$ cat src/rtl/adder_share_arbiter.sv
// Round-robin sequencer sharing one 32-bit carry-select adder among NREQ requesters.
// Define ADDER_ARB_PRIO0_EN to give requester 0 fixed top priority over the round-robin.
module adder_share_arbiter #(
    parameter int unsigned NREQ = 4,
    parameter int unsigned IDW  = 3
) (
    input  logic                 clk,
    input  logic                 rst,
    input  logic [NREQ-1:0]      req_valid,
    input  logic [32*NREQ-1:0]   req_a,
    input  logic [32*NREQ-1:0]   req_b,
    output logic [NREQ-1:0]      req_ready,
    output logic                 resp_valid,
    output logic [IDW-1:0]       resp_id,
    output logic [31:0]          resp_sum,
    output logic                 resp_cout,
    input  logic                 resp_ready
);

    typedef enum logic [1:0] {StIdle, StExec, StResp} state_e;

    state_e         state_q, state_d;
    logic [IDW-1:0] rr_ptr_q, rr_ptr_d;
    logic [IDW-1:0] id_q, id_d;
    logic [31:0]    op_a_q, op_a_d, op_b_q, op_b_d;
    logic [31:0]    res_sum_q, res_sum_d;
    logic           res_cout_q, res_cout_d;

    logic           found;
    logic [IDW-1:0] win;
    logic           allow;
    logic           grant;
    logic [IDW-1:0] next_ptr;
    logic [31:0]    sel_a, sel_b;
    int             best;

    logic [31:0]    add_sum;
    logic           add_cout;
    logic [4:0]     blk_c;

    // Circular distance from the search start within a window of span requesters.
    function automatic int rr_dist(input int idx, input int start, input int span);
        return (idx - start + span) % span;
    endfunction

    always_comb begin
        found = 1'b0;
        win   = '0;
        best  = int'(NREQ);
`ifdef ADDER_ARB_PRIO0_EN
        if (req_valid[0]) begin
            found = 1'b1;
        end else begin
            for (int i = 1; i < int'(NREQ); i++) begin
                if (req_valid[i] &&
                    rr_dist(i, (rr_ptr_q == '0) ? 1 : int'(rr_ptr_q), int'(NREQ) - 1) < best) begin
                    best  = rr_dist(i, (rr_ptr_q == '0) ? 1 : int'(rr_ptr_q), int'(NREQ) - 1);
                    win   = IDW'(i);
                    found = 1'b1;
                end
            end
        end
`else
        for (int i = 0; i < int'(NREQ); i++) begin
            if (req_valid[i] && rr_dist(i, int'(rr_ptr_q), int'(NREQ)) < best) begin
                best  = rr_dist(i, int'(rr_ptr_q), int'(NREQ));
                win   = IDW'(i);
                found = 1'b1;
            end
        end
`endif
    end

    // Grants are only offered when the adder is free or being freed this cycle.
    assign allow = (state_q == StIdle) || ((state_q == StResp) && resp_ready);
    assign grant = found && allow && !rst;

    always_comb begin
        req_ready = '0;
        sel_a     = '0;
        sel_b     = '0;
        for (int i = 0; i < int'(NREQ); i++) begin
            req_ready[i] = grant && (win == IDW'(i));
            if (win == IDW'(i)) begin
                sel_a = req_a[32*i +: 32];
                sel_b = req_b[32*i +: 32];
            end
        end
    end

`ifdef ADDER_ARB_PRIO0_EN
    always_comb begin
        next_ptr = rr_ptr_q;
        if (win != '0) begin
            next_ptr = (win == IDW'(NREQ - 1)) ? IDW'(1) : win + 1'b1;
        end
    end
`else
    assign next_ptr = (win == IDW'(NREQ - 1)) ? '0 : win + 1'b1;
`endif

    // Shared adder: 8-bit blocks precompute both carry-in cases, then select.
    assign blk_c[0] = 1'b0;
    for (genvar k = 0; k < 4; k++) begin : g_csel
        logic [8:0] s0, s1;
        assign s0 = {1'b0, op_a_q[8*k +: 8]} + {1'b0, op_b_q[8*k +: 8]};
        assign s1 = {1'b0, op_a_q[8*k +: 8]} + {1'b0, op_b_q[8*k +: 8]} + 9'd1;
        assign {blk_c[k+1], add_sum[8*k +: 8]} = blk_c[k] ? s1 : s0;
    end
    assign add_cout = blk_c[4];

    always_comb begin
        state_d    = state_q;
        rr_ptr_d   = rr_ptr_q;
        id_d       = id_q;
        op_a_d     = op_a_q;
        op_b_d     = op_b_q;
        res_sum_d  = res_sum_q;
        res_cout_d = res_cout_q;
        unique case (state_q)
            StIdle: if (grant) state_d = StExec;
            StExec: begin
                state_d    = StResp;
                res_sum_d  = add_sum;
                res_cout_d = add_cout;
            end
            StResp: if (resp_ready) state_d = grant ? StExec : StIdle;
            default: state_d = StIdle;
        endcase
        if (grant) begin
            op_a_d   = sel_a;
            op_b_d   = sel_b;
            id_d     = win;
            rr_ptr_d = next_ptr;
        end
    end

    always_ff @(posedge clk) begin
        if (rst) begin
            state_q    <= StIdle;
            rr_ptr_q   <= '0;
            id_q       <= '0;
            op_a_q     <= '0;
            op_b_q     <= '0;
            res_sum_q  <= '0;
            res_cout_q <= 1'b0;
        end else begin
            state_q    <= state_d;
            rr_ptr_q   <= rr_ptr_d;
            id_q       <= id_d;
            op_a_q     <= op_a_d;
            op_b_q     <= op_b_d;
            res_sum_q  <= res_sum_d;
            res_cout_q <= res_cout_d;
        end
    end

    assign resp_valid = (state_q == StResp);
    assign resp_id    = id_q;
    assign resp_sum   = res_sum_q;
    assign resp_cout  = res_cout_q;

endmodule

$ cat config.mk
export PLATFORM = sky130hd
export DESIGN_NAME = adder_share_arbiter
export DESIGN_NICKNAME = d
export VERILOG_FILES = /design/src/rtl/adder_share_arbiter.sv
export SDC_FILE = /design/constraint.sdc
export NUM_CORES = 1
export LEC_CHECK = 0
export CAP_MARGIN = 15
export CORE_ASPECT_RATIO = 1.25
export CORE_UTILIZATION = 46
export CTS_BUF_LIST = sky130_fd_sc_hd__clkbuf_2
export CTS_CLUSTER_DIAMETER = 30
export DETAILED_ROUTE_END_ITERATION = 6
export GPL_ROUTABILITY_DRIVEN = 0
export PLACE_DENSITY = 0.8
export SLEW_MARGIN = 20
export SYNTH_ARGS = -nofsm -noshare
export SYNTH_HDL_FRONTEND = slang
export SYNTH_SLANG_ARGS = --single-unit
$ cat constraint.sdc
create_clock -name clk -period 7.8 [get_ports clk]
set_input_delay 1.56 -clock clk [delete_from_list [all_inputs] [get_ports clk]]
set_output_delay 1.56 -clock clk [all_outputs]
set_load 0.03 [all_outputs]
==> out/metrics.yaml <==
status: "complete, no violations"
switching_share_pct: 48.7
pin_count: 304
grt_usage_pct: 29.7
p_int_mw: 1.74
wl_mm: 26.5
clock_power_share_pct: 9.6
cp-end-kind: "output pin"
synth-compound-area-share_pct: 30.2
setup_violations: 0
firstDrtPassIters: 5
stdcell_area_mm2: 0.0112
crit_arrival_ns: 6.07
ys.flop_type: "dfxtp_1"
p_seq_share_pct: 24.2
syn_avg_cell_area_um2: 6.99
synth_xor_area_share_pct: 3.12
cts_tree: "built"
ys_async_sr_fraction_pct: 0
relSlewSlack_pct: 31.1
start_util_pct: 47.4
cts.clk_slew.worst_paths_ns: 0.28
clk_latency_ns: 0.62
synthDistinctLibCells: 75
synth.mux.area_fraction_pct: 0.129
crit_chain: "clkdlybuf4s50_1 -> nand2_1 -> ha_1 -> nor3b_1 -> a21oi_1 -> nand2b_4 -> a31oi_1 -> ha_1 -> or4b_2 -> o21ai_2 -> nand2_2 -> nand2_1 -> o21ai_1 -> ha_1 -> inv_1 -> a221oi_4 -> o21ai_1 -> a32oi_2 -> buf_4 -> ha_2 -> inv_1 -> nor2_1 -> buf_4"
cpMostUsedCell: "ha_1"
drt_iter0_markers: 675
cp_max_fo: 5
utilization_pct: 68.3
fin_crit_ns: 7.63
synth_fa_ha_area_share_pct: 8.64
dpl.hpwl_mm: 20.4
row_count: 52
placed_area_mm2: 0.0109
pwr_density_cell_mw_per_mm2: 304
rrSetupSlack_ns: 1.36
hold_class: "reg -> reg"
critPathSlowestCell: "or4b_2"
worstPathRequired_ns: 6.24
crit_type: "in -> out"
cts.sinks: 103
drive_above_1_share_pct: 5.06
synth_top_family_by_area: "compound AO/OA/AOI/OAI gates"
fin_tns_setup_ns: 0
cts.htree.levels: 3
cts_buffers: 9
drv_cap: 0
seq_area_frac_synth_pct: 26.7
regArea_mm2: 0.00206
p_comb_share_pct: 66.2
period_share_pct: 97.9
detail-route-antenna-nets: 0
syn_to_final_growth_pct: 44.3
nNetsFinal: 1673
via_per_inst: 5.50
yosysWarnings: 0
ys_seq_elements: 103
skew_ns: 0.0323
max_clock_freq_ghz: 0.131
die_area_mm2: 0.0173
die_w_um: 118
tightest_slew_ns: 1.03
post_drt_wl_per_cell_um: 16.7
port_buffers: 302
route.detailed.drc: 0
grt_pass1_wl_mm: 40.9
peakVddDrop_v: 0.000203
grt.overflow.total: 0
vias: 8725
syn_inst: 1106
finalMaxSlewViolations: 0
grt_max_degree: 132
die_height_um: 147
multi_input_area_mm2: 0.00539
power_switching_mw: 1.65
critical_path.max_stage_delay_ns: 0.64
final_hold_viol_count: 0
grt_pass1_vias: 8066
clockBufferDepth: 2
cp-start-kind: "input pin"
synth_area_mm2: 0.00774
core_mm2: 0.0163
antenna_found_initial: 4
root_buffer: "clkbuf_2"
p_leak_nw: 4.62
final_common_cell: "clkdlybuf4s50_1"
final_cell_mix: "clkdlybuf4s50_1 (298), a21oi_1 (226), nor2_1 (170)"
n_fill_cell: 1462
yosys.area_share.simple_pct: 26.0
synth_edf_count: 0
finalPower_mw: 3.39
repair_timing:
item                                    in CTS  in global routing
endpoints found under the setup margin       4                  4
endpoints found under the hold margin        0                  0
pin swaps                                    1                  3
setup buffers                                1                  2
gates resized for setup                      4                 10
hold buffers                                 0                  0
layout make-up:
cell class | instances | share of cell area (%)
multi-input cells | 902 | 48.3
repair buffers | 320 | 28.5
flip-flops and latches | 103 | 18.5
well taps | 216 | 2.42
clock inverters | 7 | 1.07
inverters | 23 | 0.774
clock buffers | 9 | 0.404
diodes | 5 | 0.112
final timing paths:
check	startpoint	depth (start not counted)	end
setup reg to reg	rr_ptr_q[0]	28	op_a_q[28]
hold reg to reg	resp_sum[5]	2	resp_sum[5]
setup / recovery	req_valid[0]	23	req_ready[0]
hold / removal	resp_sum[5]	2	resp_sum[5]
state kept, by name, summed over array words and instances, names as in the netlist:
register / cells
op_a_q: 32
op_b_q: 32
resp_cout: 1
resp_id: 2
resp_sum: 32
rr_ptr_q: 2
state_q: 2
kinds of logic after synthesis:
| family | count (synthesis) |
|---|---|
| simple gates | 415 |
| compound gates | 404 |
| buf+inv | 105 |
| fa+ha+maj | 51 |
| xor+xnor | 26 |
| mux | 1 |
| flops | 103 |
| other cells | 1 |
critical path, delay by kind of cell:
| family | cells | cell delay (ns) |
|---|---|---|
| AND/OR/NAND/NOR | 7 | 1.39 |
| AO/OA/AOI/OAI | 7 | 1.16 |
| adder cells (fa/ha/maj) | 4 | 0.99 |
| buffers and inverters | 5 | 0.97 |
routing by layer:
| metal | vias to the layer above | part of all wire (%) | GRT usage (%) |
|---|---|---|---|
| li1 | 4475 | - | - |
| met1 | 3887 | 45 | 40.5 |
| met2 | 316 | 47 | 48.0 |
| met3 | 47 | 5.8 | 3.77 |
| met4 | 0 | 2.8 | 10.9 |
| met5 | - | 0 | 0 |
power groups by stage:
stage / combinational (mW) / sequential [mW] / clock [mW]
2_1_floorplan: 1.48 / 0.861 / 0
3_3_place_gp: 2.13 / 0.828 / 0
4_1_cts: 2.19 / 0.819 / 0.332
6_report: 2.24 / 0.821 / 0.327
3_5_place_dp: 2.17 / 0.832 / 0
5_1_grt: 2.51 / 0.841 / 0.350
metrics by stage:
step / setup WS, ns / std cells / hold slack, ns
final: 0.166 / 1585 / 0.471
after floorplan: 0.371 / 1110 / 0.448
after CTS: -0.0000253 / 1577 / 0.472
after detailed placement: -0.184 / 1560 / 0.445
after global placement: 0.146 / 1560 / 0.437
after global routing: -0.0787 / 1583 / 0.488
cells in the mapped netlist (5+ instances only):
cell | count | area share, %
nor3_1 | 8 | 0.52
nor2_1 | 170 | 8.2
a211oi_1 | 16 | 1.6
ha_1 | 47 | 7.6
nand2_1 | 37 | 1.8
a21o_1 | 13 | 1.3
inv_1 | 22 | 1.1
a21oi_1 | 227 | 15
clkbuf_1 | 64 | 3.1
o21a_1 | 5 | 0.49
and3_1 | 71 | 5.7
buf_1 | 15 | 0.73
nand3_1 | 80 | 5.2
nor2b_1 | 9 | 0.73
xor2_1 | 9 | 1.0
dfxtp_1 | 103 | 27
o21ai_0 | 98 | 6.3
nand2b_1 | 9 | 0.73
xnor2_1 | 16 | 1.8
No activity file was read; power rests on OpenSTA's default activity.
